## src/rtl/div_ctrl_pkg.sv

```systemverilog
// Shared defines for the EX-stage divide controller.
//   REG_DATA_WIDTH    : architectural register width
//   DOUBLE_DATA_WIDTH : width of the {remainder, quotient} divider result
//   divc_state_e      : controller state encodings (DIVC_IDLE/BUSY/DONE)
package div_ctrl_pkg;

  localparam int REG_DATA_WIDTH    = 32;
  localparam int DOUBLE_DATA_WIDTH = 2 * REG_DATA_WIDTH;

  typedef enum logic [1:0] {
    DIVC_IDLE = 2'd0,
    DIVC_BUSY = 2'd1,
    DIVC_DONE = 2'd2
  } divc_state_e;

endpackage

```

## src/rtl/div_ctrl.sv

```systemverilog
// div_ctrl: sequences a multi-cycle divider from the EX stage.
// Latches operands on a DIV/DIVU request, holds the pipeline while the divider
// runs, writes {remainder, quotient} into HI/LO, and aborts on flush or when a
// watchdog expires.
// Ports:
//   clk, rst                 : clock, synchronous active-high reset
//   div_req_in/div_signed_in : EX holds DIV (signed=1) or DIVU (signed=0)
//   op1_in/op2_in            : dividend / divisor
//   flush_in                 : pipeline flush / exception
//   stall_req_out            : hold the pipeline (combinational)
//   div_start_out/div_cancel_out/div_signed_out, div_dived_out/div_div_out
//                            : divider control and operands (registered)
//   div_res_in, div_ready_in : divider result {rem, quo} and valid
//   hilo_we_out, hi_out, lo_out : HI/LO write strobe and data
//   div_err_out              : one-cycle pulse on watchdog timeout
module div_ctrl
  import div_ctrl_pkg::*;
#(
  parameter int DW      = REG_DATA_WIDTH,
  parameter int TIMEOUT = 48
) (
  input  logic            clk,
  input  logic            rst,
  input  logic            div_req_in,
  input  logic            div_signed_in,
  input  logic [DW-1:0]   op1_in,
  input  logic [DW-1:0]   op2_in,
  input  logic            flush_in,
  output logic            stall_req_out,
  output logic            div_start_out,
  output logic            div_cancel_out,
  output logic            div_signed_out,
  output logic [DW-1:0]   div_dived_out,
  output logic [DW-1:0]   div_div_out,
  input  logic [2*DW-1:0] div_res_in,
  input  logic            div_ready_in,
  output logic            hilo_we_out,
  output logic [DW-1:0]   hi_out,
  output logic [DW-1:0]   lo_out,
  output logic            div_err_out
);

  localparam int CW = $clog2(TIMEOUT + 1);

  divc_state_e   state, state_nxt;
  logic [CW-1:0] cnt, cnt_nxt;
  logic          start_nxt, cancel_nxt, signed_nxt, we_nxt, err_nxt;
  logic [DW-1:0] dived_nxt, div_nxt, hi_nxt, lo_nxt;
  logic          accept;

  assign accept = div_req_in & ~flush_in;

  // BUSY term is masked by rst so the pipeline is released while reset is held,
  // even before the reset edge has moved the FSM back to IDLE.
  assign stall_req_out = ((state == DIVC_IDLE) & accept) |
                         ((state == DIVC_BUSY) & ~rst);

  always_comb begin
    state_nxt  = state;
    cnt_nxt    = cnt;
    start_nxt  = div_start_out;
    cancel_nxt = 1'b0;
    err_nxt    = 1'b0;
    we_nxt     = 1'b0;
    signed_nxt = div_signed_out;
    dived_nxt  = div_dived_out;
    div_nxt    = div_div_out;
    hi_nxt     = hi_out;
    lo_nxt     = lo_out;
    case (state)
      DIVC_IDLE: begin
        if (accept) begin
          dived_nxt  = op1_in;
          div_nxt    = op2_in;
          signed_nxt = div_signed_in;
          start_nxt  = 1'b1;
          cnt_nxt    = '0;
          state_nxt  = DIVC_BUSY;
        end
      end
      DIVC_BUSY: begin
        // flush beats a same-cycle result: the instruction is being killed
        if (flush_in) begin
          cancel_nxt = 1'b1;
          start_nxt  = 1'b0;
          state_nxt  = DIVC_IDLE;
        end else if (div_ready_in) begin
          hi_nxt    = div_res_in[2*DW-1:DW];
          lo_nxt    = div_res_in[DW-1:0];
          we_nxt    = 1'b1;
          start_nxt = 1'b0;
          state_nxt = DIVC_DONE;
        end else if (cnt == CW'(TIMEOUT - 1)) begin
          cancel_nxt = 1'b1;
          err_nxt    = 1'b1;
          start_nxt  = 1'b0;
          state_nxt  = DIVC_IDLE;
        end else begin
          cnt_nxt = cnt + CW'(1);
        end
      end
      DIVC_DONE: begin
        // request still visible here belongs to the retiring instruction
        state_nxt = DIVC_IDLE;
      end
      default: state_nxt = DIVC_IDLE;
    endcase
  end

  always_ff @(posedge clk) begin
    if (rst) begin
      state          <= DIVC_IDLE;
      cnt            <= '0;
      div_start_out  <= 1'b0;
      div_cancel_out <= 1'b0;
      div_signed_out <= 1'b0;
      div_dived_out  <= '0;
      div_div_out    <= '0;
      hilo_we_out    <= 1'b0;
      div_err_out    <= 1'b0;
      hi_out         <= '0;
      lo_out         <= '0;
    end else begin
      state          <= state_nxt;
      cnt            <= cnt_nxt;
      div_start_out  <= start_nxt;
      div_cancel_out <= cancel_nxt;
      div_signed_out <= signed_nxt;
      div_dived_out  <= dived_nxt;
      div_div_out    <= div_nxt;
      hilo_we_out    <= we_nxt;
      div_err_out    <= err_nxt;
      hi_out         <= hi_nxt;
      lo_out         <= lo_nxt;
    end
  end

endmodule

```

## config.mk

```make
export PLATFORM = sky130hd
export DESIGN_NAME = div_ctrl
export DESIGN_NICKNAME = d
export VERILOG_FILES = /design/src/rtl/div_ctrl_pkg.sv /design/src/rtl/div_ctrl.sv
export SDC_FILE = /design/constraint.sdc
export NUM_CORES = 1
export LEC_CHECK = 0
export BUFFER_PORTS_ARGS = -buffer_cell sky130_fd_sc_hd__buf_2
export CAP_MARGIN = 20
export CORE_MARGIN = 3
export CORE_UTILIZATION = 48
export DETAILED_ROUTE_END_ITERATION = 10
export HOLD_SLACK_MARGIN = 0.15
export PLACE_DENSITY = 0.86
export SYNTH_ARGS = -nofsm -noshare
export SYNTH_HDL_FRONTEND = slang
export SYNTH_SLANG_ARGS = --single-unit
export TNS_END_PERCENT = 1
```

## constraint.sdc

```tcl
create_clock -name clk -period 3.6 [get_ports clk]
set_input_delay 0.72 -clock clk [delete_from_list [all_inputs] [get_ports clk]]
set_output_delay 0.72 -clock clk [all_outputs]
set_load 0.02 [all_outputs]
```

==> metrics.md, run 1 <==
| Metric | Value |
|---|---|
| Run status | completed |
| Comb pwr share | 8.5% |
| Sw power | 851 µW |
| Cells after Synth | 618 |
| Clock Sinks | 141 |
| Crit share post-route | 70.3% |
| Setup TNS | 0 ns |
| Reg power frac | 44.5% |
| Clk buf depth | 2 |
| CTS tree | built |
| Vias per std cell | 4.90 |
| WL per Instance | 14.1 µm |
| # nets final | 1002 |
| GRT overflow | 0 |
| DP Wirelength | 10200 µm |
| Leak | 0.00316 µW |
| DIE AREA | 11500 µm² |
| Initial DRC Count | 355 |
| Worst-margin pin slew | 0.924 ns |
| Worst Skew | 0.00814 ns |
| Via count | 4964 |
| Post-Synth Adder-Cell Area | 0.254% |
| CP required | 2.88 ns |
| Area of the multi-input gates | 1900 µm² |
| Crit Path Category | primary input to output port |
| Clock network power share | 47.0% |
| Io pins | 268 |
| Post-synthesis mux area share | 0% |
| Top cells by area, synth | dfxtp_1 57%, nand2_1 20%, a21oi_1 14% |
| Setup violations, final | 0 |
| First-pass GRT wire length | 22000 µm |
| Post-route ant nets | 0 |
| Clock transition at path regs | 0.06 ns |
| Compound-Gate Fraction of Synth Area | 15.2% |
| Drt pass-1 iters | 5 |
| HP Class | primary input to flip-flop |
| Sequential Area | 2820 µm² |
| VDD IR max | 0.000312 V |
| Share of cells above drive strength 1 | 34.9% |
| Max Cap Viol | 0 |
| Final hold vios | 0 |
| Power Internal | 2810 µW |
| Core area | 9860 µm² |
| Ys Warns | 0 |
| Slew HR | 38.4% |
| Post-CTS setup buffers | 0 |
| Initial antenna violation count | 1 |
| Net Count, Synth | 753 |
| XOR/XNOR share of the synthesized area | 0% |
| Routability Congestion | 0.786 |
| Overall die width | 107 µm |
| Hold slack | 0.443 ns |
| Power per cell area | 533 nW/µm² |
| H-Tree Depth | 4 |
| Row count | 36 |
| Crit path DAT | 1.81 ns |
| Switching part of the total | 23.2% |
| Crit path max fanout | 49 |
| Post-synth top area cell | dfxtp_1 |
| Worst Setup End Kind | output port |
| Synth top area share | 57.3% |
| Combinational family with the most area after synthesis | simple AND/OR/NAND/NOR gates |
| Clock latency on the worst-skew pair | 0.51 ns |
| Fill cells | 831 |
| Residual DRC | 0 |
| Vias in the first global route | 4578 |
| Layout Cells excl Fill | 1013 |
| Flops & latches, synth | 141 |
| Post-Syn Area | 4920 µm² |
| Most frequent cell after synthesis | nand2_1 |
| Distinct cells, synth | 27 |
| Number of synthesized flops with an enable pin | 0 |
| Minimum clock period | 2.53 ns |
| Async S/R FF share, synth | 0% |
| Post-synthesis simple-gate area fraction | 22.9% |
| RSZ-0062 raised after global routing | no |
| Placed Cells | 981 |
| Initial Util | 49.9% |
| Design Power | 3670 µW |
| Startpoint type of the worst setup path | primary input |
| Post-cts sizing count | 0 |
| Largest net degree at the start of global routing | 89 |
| Final Max Tran Viols | 0 |
| Total global-route track usage | 24.3% |
| CTS Root Cell | clkbuf_8 |
| Number of buffers created by CTS | 17 |
| Max Fclk | 395 MHz |
| Sequential area share after synthesis | 57.3% |
| Main flop type after synthesis | dfxtp_1 |
| Top post-synthesis cells by count | 262 x nand2_1, 141 x dfxtp_1, 135 x a21oi_1, 23 x clkbuf_1, 19 x buf_2 |
| Routed WL | 14300 µm |
| Synth Area per Inst | 7.97 µm² |
| Die Y | 107 µm |
| CTS hold repair buffers | 0 |
| Port Buffers | 267 |
| Layout area overhead | 39.7% |
==> worst max-delay path, cell delays in order <==
cell	delay, ns
buf_4	0.26
nor3b_2	0.48
nand2b_1	0.17
buf_2	0.16
==> power groups by stage <==
| stage | Combinational, µW | Sequential, µW | Clock (µW) |
|---|---|---|---|
| 3_3_place_gp | 309 | 1660 | 0 |
| 4_1_cts | 313 | 1630 | 1750 |
| 3_5_place_dp | 312 | 1660 | 0 |
| 6_report | 311 | 1630 | 1720 |
| 5_1_grt | 342 | 1640 | 1820 |
| 2_1_floorplan | 114 | 1720 | 0 |
==> sequential cells by signal, summed over array words and instances (netlist names) <==
name	flops
lo_out	32
state	2
div_err_out	1
div_cancel_out	1
div_div_out	32
hi_out	32
hilo_we_out	1
div_signed_out	1
div_dived_out	32
cnt	6
div_start_out	1
==> area by class of cell <==
| cell class | count | share of cell area, % |
|---|---|---|
| clock inverters | 10 | 2.04 |
| clock buffers | 21 | 6.53 |
| well taps | 133 | 2.42 |
| diodes | 1 | 0.0364 |
| repair buffers | 274 | 20.2 |
| inverters | 2 | 0.109 |
| flip-flops and latches | 141 | 41.0 |
| multi-input cells | 431 | 27.6 |
==> cells in the final DEF (no fill, tap or decap) <==
cell / instances
ha_1: 1
o21a_1: 2
nor4b_4: 1
clkbuf_16: 16
clkbuf_8: 3
inv_1: 2
bufinv_16: 3
o311a_1: 1
a211oi_1: 1
nor2_1: 7
nand3b_1: 1
nand2_1: 262
diode_2: 1
clkinv_4: 2
nand3_1: 4
clkinvlp_4: 3
o311ai_1: 1
a41oi_1: 1
and3_1: 1
nand2b_1: 3
a21oi_1: 135
dfxtp_1: 141
clkbuf_1: 2
a31oi_1: 3
nor3b_2: 1
or4b_2: 1
or3_1: 1
nand4_1: 1
o21ai_0: 1
and3b_2: 1
buf_4: 8
and2b_1: 1
buf_2: 266
clkinv_2: 2
==> path summary, 6_finish.rpt <==
check | startpoint | to | slack (ns) | depth (start not counted)
setup reg to reg | state[1] | hi_out[25] | 1.64 | 5
hold / removal | op1_in[31] | div_dived_out[31] | 0.44 | 3
setup / recovery | rst | stall_req_out | 1.07 | 4
hold reg to reg | lo_out[19] | lo_out[19] | 0.45 | 2
==> logic make-up (layout without fill, tap and decap cells) <==
kind of cell,after synthesis,in the layout
buffers and inverters,46,307
and+or+nand+nor,285,285
adders and majority gates,1,1
other,0,1
DFF,141,141
AOI/OAI and AO/OA,145,145
==> layer usage <==
metal / vias up / share of wire [%] / global-route usage, %
met1: 2218 / 38 / 27.2
met5: - / 0 / 0
met2: 221 / 49 / 41.3
met4: 0 / 1.9 / 9.68
met3: 23 / 11 / 9.66
li1: 2502 / - / -
==> per-stage QoR <==
step / cell area [µm²] / worst slack, ns / utilization, %
global route: 6880 / 0.962 / 69.7
detailed placement: 6290 / 1.06 / 63.7
finish: 6880 / 1.07 / 69.7
global placement: 6290 / 1.08 / 63.7
floorplan: 4920 / 1.21 / -
CTS: 6880 / 1.04 / 69.7
Power figures use the tool's default switching activity.
==> run 2, diff against run 1 <==
--- a/config.mk
+++ b/config.mk
@@ -8,10 +8,10 @@
 export BUFFER_PORTS_ARGS = -buffer_cell sky130_fd_sc_hd__buf_2
 export CAP_MARGIN = 20
 export CORE_MARGIN = 3
-export CORE_UTILIZATION = 48
+export CORE_UTILIZATION = 44
 export DETAILED_ROUTE_END_ITERATION = 10
 export HOLD_SLACK_MARGIN = 0.15
-export PLACE_DENSITY = 0.86
+export PLACE_DENSITY = 0.8
 export SYNTH_ARGS = -nofsm -noshare
 export SYNTH_HDL_FRONTEND = slang
 export SYNTH_SLANG_ARGS = --single-unit
==> constraint.sdc (replaced) <==
create_clock -name clk -period 2.6 [get_ports clk]
set_input_delay 0.52 -clock clk [delete_from_list [all_inputs] [get_ports clk]]
set_output_delay 0.52 -clock clk [all_outputs]
set_load 0.02 [all_outputs]
==> run 2 against run 1 <==
Net effect: via count is 0.34% lower; non-clock buffer count stayed put; utilization is 5.3 points lower; critical endpoint unchanged; largest power group is now registers.
==> metrics.md, run 2 (same netlist as run 1, synthesis figures left out) <==
| Metric | Value |
|---|---|
| Reg power frac | 47.2% (+2.7 points) |
| GRT overflow | 0 (unchanged) |
| WL per Instance | 13.8 µm (-2.3%) |
| Crit path buf inv count | 1 (-1) |
| Overall die width | 112 µm (+4.2%) |
| Die Y | 112 µm (+4.2%) |
| Crit share post-route | 90.0% |
| Place WS | 0.542 ns (-0.517 ns) |
| Layout area overhead | 38.7% |
| Leak | 0.00314 µW (-0.64%) |
| Worst path top cell family by delay | simple AND/OR/NAND/NOR gates |
| Clock latency on the worst-skew pair | 0.51 ns (about the same) |
| Residual DRC | 0 (unchanged) |
| Total global-route track usage | 21.9% (-2.4 points) |
| Io pins | 268 (unchanged) |
| Worst-margin pin slew | 0.745 ns (-0.179 ns) |
| First-pass GRT wire length | 22500 µm (+2.5%) |
| Post-CTS setup buffers | 0 (unchanged) |
| Setup slack after layout | 0.261 ns (-0.808 ns) |
| Switching part of the total | 23.0% (-0.26 points) |
| Worst Setup End Kind | output port |
| Post-route ant nets | 0 (unchanged) |
| Routed WL | 14000 µm (-2.5%) |
| Row count | 37 (+2.8%) |
| CTS Root Cell | clkbuf_8 |
| CTS tree | built |
| CTS hold repair buffers | 0 (unchanged) |
| Share of cells above drive strength 1 | 34.3% (-0.64 points) |
| Initial Util | 46.5% (-3.5 points) |
| Most common library cell in the layout ignoring fill and taps | buf_2 |
| # nets final | 1002 (unchanged) |
| Vias per std cell | 4.89 (-0.15%) |
| VDD IR max | 0.000580 V (+86%) |
| Clock transition at path regs | 0.06 ns (about the same) |
| Core area | 10600 µm² (+7.5%) |
| DP Wirelength | 9650 µm (-5.4%) |
| Routability Congestion | 0.811 (+3.1%) |
| Startpoint type of the worst setup path | flip-flop |
| Crit path max fanout | 4 (-92%) |
| Slew HR | 50.3% (+12 points) |
| Worst stage delay on the critical path | 0.70 ns (+0.22 ns) |
| Minimum clock period | 2.34 ns |
| Vias in the first global route | 4663 (+1.9%) |
| Power per cell area | 700 nW/µm² (+31%) |
| Final hold vios | 0 (unchanged) |
| Slowest-stage cell, CP | or4b_2 |
| DIE AREA | 12500 µm² (+8.6%) |
| Initial antenna violation count | 0 (-1) |
| Critical-path cell list | or4b_2 > nand2b_1 > buf_2 |
| Power Internal | 3680 µW (+31%) |
| CP required | 2.08 ns (-0.80 ns) |
| RSZ-0062 raised after global routing | no |
| HP Class | primary input to flip-flop |
| Final Util | 64.4% (-5.3 points) |
| Clk buf depth | 2 (unchanged) |
| Setup violations, final | 0 (unchanged) |
| Run status | completed |
| Initial DRC Count | 486 (+37%) |
| Max Fclk | 428 MHz |
| Crit Path Category | flip-flop to output port |
| Crit path DAT | 1.82 ns (about the same) |
| Max Cap Viol | 0 (unchanged) |
| Most frequent cells in the layout | 266 x buf_2, 262 x nand2_1, 141 x dfxtp_1 |
| Via count | 4947 (-0.34%) |
| Post-cts sizing count | 0 (unchanged) |
| Number of buffers created by CTS | 17 (unchanged) |
| Worst Skew | 0.00603 ns (-0.00211 ns) |
| Dpl cell area | 6330 µm² (+0.66%) |
| Final Max Tran Viols | 0 (unchanged) |
| Setup TNS | 0 ns (unchanged) |
| Clock Sinks | 141 (unchanged) |
| Antenna Diode Count | 0 (-1) |
| Largest net degree at the start of global routing | 74 (-17%) |
| Comb pwr share | 9.1% (+0.6 points) |
| H-Tree Depth | 4 (unchanged) |
| Port Buffers | 267 (unchanged) |
| Sw power | 1100 µW (+29%) |
| Clock network power share | 43.7% (-3.3 points) |
| Drt pass-1 iters | 4 (-1) |
| Final instance area | 6830 µm² (-0.73%) |
==> run 2: cell types whose count changed in the layout (fill, tap and decap cells not counted) <==
cell | previous run | this run
diode_2 | 1 | 0
clkinvlp_4 | 3 | 0
buf_12 | 0 | 3
buf_4 | 8 | 5
clkinv_4 | 2 | 0
clkbuf_1 | 2 | 5
bufinv_16 | 3 | 1
==> run 2: routing by layer <==
metal	track usage, %	vias to the layer above	wire length (µm)
met3	8.26	25	1360
met1	25.7	2204	5630
met5	0	-	0
met2	35.8	222	6580
li1	-	2496	-
met4	9.81	0	397
==> run 2: worst paths after layout <==
check | startpoint | end | slack [ns] | depth (start not counted)
max | state[1] | stall_req_out | 0.26 | 3
min reg2reg | div_dived_out[19] | div_dived_out[19] | 0.45 | 2
min | div_res_in[46] | hi_out[14] | 0.24 | 3
max reg2reg | state[1] | cnt[1] | 0.75 | 4
==> run 2: per-stage QoR <==
| stage | hold slack (ns) | total power [µW] | cells |
|---|---|---|---|
| floorplan | 0.460 | 2540 | 618 |
| global placement | 0.437 | 2730 | 984 |
| detailed placement | 0.443 | 2740 | 984 |
| CTS | 0.211 | 4830 | 1011 |
| global route | 0.219 | 4980 | 1011 |
| finish | 0.244 | 4780 | 1011 |
==> run 2: worst register-to-register path, cell delays in order, from the launching register on <==
cell     delay (ns)
dfxtp_1        0.36
or4b_2         0.70
buf_4          0.35
nand3_1        0.22
a21oi_1        0.07
==> run 2: cell type report <==
class	instances	area, µm²
clock buffer	24	460
clock inverter	3	40.0
fill	935	3770
inverter	2	7.51
multi-input combinational	431	1900
sequential	141	2820
tap	136	170
timing repair buffer	274	1430
==> run 2: power groups by stage <==
stage	Clock (µW)	Sequential, µW	Combinational (µW)
6_report	2090	2260	434
5_1_grt	2230	2270	482
4_1_cts	2140	2260	437
3_5_place_dp	0	2300	435
3_3_place_gp	0	2300	432
2_1_floorplan	0	2380	157
==> run 3, diff against run 2 <==
--- a/config.mk
+++ b/config.mk
@@ -12,6 +12,7 @@
 export DETAILED_ROUTE_END_ITERATION = 10
 export HOLD_SLACK_MARGIN = 0.15
 export PLACE_DENSITY = 0.8
+export RECOVER_POWER = 100
 export SYNTH_ARGS = -nofsm -noshare
 export SYNTH_HDL_FRONTEND = slang
 export SYNTH_SLANG_ARGS = --single-unit
==> run 3 against run 2 <==
Net effect: design area down 2.7%; largest power group unchanged; flip-flop and latch count unchanged; clock skew about the same; wire length up 0.65%; setup slack worse by 0.076 ns; count of clock-buffer cells in the layout unchanged; critical path depth unchanged; highest routed layer unchanged; sequential power about the same; hold slack worse by 0.0028 ns.
==> metrics.md, run 3 (same netlist as run 1, synthesis figures left out) <==
| Metric | Value |
|---|---|
| DR top layer | met4 |
| H-Tree Depth | 4 (unchanged) |
| Worst Skew | 0.00574 ns (-0.000286 ns) |
| Setup TNS | 0 ns (unchanged) |
| DIE AREA | 12500 µm² (unchanged) |
| Minimum clock period | 2.42 ns (+0.0762 ns) |
| Clock transition at path regs | 0.06 ns (about the same) |
| Drt pass-1 iters | 4 (unchanged) |
| Design Power | 4770 µW (-0.18%) |
| Vias per std cell | 4.87 (-0.46%) |
| Crit share post-route | 92.9% (+2.9 points) |
| Die Y | 112 µm (unchanged) |
| Max Cap Viol | 0 (unchanged) |
| Final Util | 62.7% (-1.7 points) |
| Port Buffers | 267 (unchanged) |
| Post-route ant nets | 0 (unchanged) |
| Post-CTS setup buffers | 0 (unchanged) |
| Final Max Tran Viols | 0 (unchanged) |
| WL per Instance | 13.9 µm (+0.65%) |
| Most frequent cells in the layout | 262 x nand2_1, 141 x dfxtp_1, 139 x clkbuf_1 |
| Routability Congestion | 0.811 (unchanged) |
| CP required | 2.08 ns (about the same) |
| Setup violations, final | 0 (unchanged) |
| RSZ-0062 raised after global routing | no |
| # nets final | 1002 (unchanged) |
| Clk buf depth | 2 (unchanged) |
| Initial Util | 46.5% (unchanged) |
| Crit path max fanout | 4 (unchanged) |
| Startpoint type of the worst setup path | flip-flop |
| Clock Sinks | 141 (unchanged) |
| Io pins | 268 (unchanged) |
| Most common library cell in the layout ignoring fill and taps | nand2_1 |
| Hold path start | div_res_in[57] |
| Crit Path Category | flip-flop to output port |
| Layout area overhead | 35.0% |
| Number of buffers created by CTS | 17 (unchanged) |
| CTS hold repair buffers | 0 (unchanged) |
| Initial antenna violation count | 0 (unchanged) |
| Final hold vios | 0 (unchanged) |
| GRT overflow | 0 (unchanged) |
| R2R setup slack | 0.40 ns (-0.35 ns) |
| Leak | 0.00256 µW (-18%) |
| DR WL met3 | 1320 µm (-3.1%) |
| HP Class | primary input to flip-flop |
| Core area | 10600 µm² (unchanged) |
| DP Wirelength | 9650 µm (unchanged) |
| Total global-route track usage | 21.9% (unchanged) |
| Slew HR | 17.4% (-33 points) |
| CTS tree | built |
| Antenna Diode Count | 0 (unchanged) |
| Vias in the first global route | 4663 (unchanged) |
| Post-cts sizing count | 0 (unchanged) |
| RR Endpoint | lo_out[1] |
| Run status | completed |
| Overall die width | 112 µm (unchanged) |
| Crit path DAT | 1.90 ns (+0.08 ns) |
| Worst Hold Depth | 3 (unchanged) |
| Clock latency on the worst-skew pair | 0.51 ns (about the same) |
| Power per cell area | 718 nW/µm² (+2.6%) |
| Share of cells above drive strength 1 | 19.0% (-15 points) |
| Via count | 4924 (-0.46%) |
| Largest net degree at the start of global routing | 74 (unchanged) |
| Hold Path End | hi_out[25] |
| CTS Root Cell | clkbuf_8 |
| Max Fclk | 414 MHz (-3.2%) |
| Worst r2r path cells | 5 (+1) |
| Routed WL | 14100 µm (+0.65%) |
| Worst r2r src | state[1] |
| Initial DRC Count | 486 (unchanged) |
| Detailed-routing wirelength on met1 | 5710 µm (+1.4%) |
| Residual DRC | 0 (unchanged) |
| Fill cells | 1013 (+8.3%) |
| VDD IR max | 0.000581 V (about the same) |
| First-pass GRT wire length | 22500 µm (unchanged) |
| Row count | 37 (unchanged) |
| Met2 WL post-DR | 6660 µm (+1.4%) |
| Worst-margin pin slew | 1.24 ns (+0.494 ns) |
| Worst Setup End Kind | output port |
-- run 3: cell types whose count changed in the layout (fill, tap and decap cells not counted), sizes merged --
cell	before	now
buf	274	139
clkbuf	24	159
-- run 3: area by class of cell --
type	count	area, µm²	area share [%]
clock inverters	3	40.0	0.602
inverters	2	7.51	0.113
flip-flops and latches	141	2820	42.5
well taps	136	170	2.56
clock buffers	24	460	6.93
repair buffers	274	1250	18.7
multi-input cells	431	1900	28.6
-- run 3: worst max-delay path by stage --
stage	startpoint	slack [ns]	cells past startpoint	endpoint
2_1_floorplan	flush_in	0.61	4	stall_req_out
3_3_place_gp	flush_in	0.55	5	cnt[1]
3_5_place_dp	flush_in	0.54	4	stall_req_out
4_1_cts	state[1]	0.23	3	stall_req_out
5_1_grt	state[1]	0.11	3	stall_req_out
6_report	state[1]	0.18	3	stall_req_out
-- run 3: critical path, stage by stage (launching register included) --
cell and delay [ns]:
dfxtp_1 0.36, or4b_2 0.70, nand2b_1 0.09, clkbuf_1 0.23
-- run 3: per-layer routing --
metal  up-vias  GRT usage [%]
met1      2195           25.7
met4         0           9.81
met2       209           35.8
met5         -              0
li1       2497              -
met3        23           8.26
-- run 3: stage by stage --
step           cells  hold slack [ns]  setup slack (ns)  area (µm²)
4_1_cts         1011            0.211             0.228        6830
2_1_floorplan    618            0.460             0.614        4920
6_report        1011            0.241             0.185        6650
3_5_place_dp     984            0.443             0.542        6330
3_3_place_gp     984            0.437             0.546        6330
5_1_grt         1011            0.219             0.106        6650
-- run 3: power breakdown --
| part | internal (µW) | switching, µW | total [µW] |
|---|---|---|---|
| Sequential | 2230 | 32.4 | 2260 |
| Combinational | 151 | 265 | 416 |
| Clock | 1290 | 810 | 2100 |
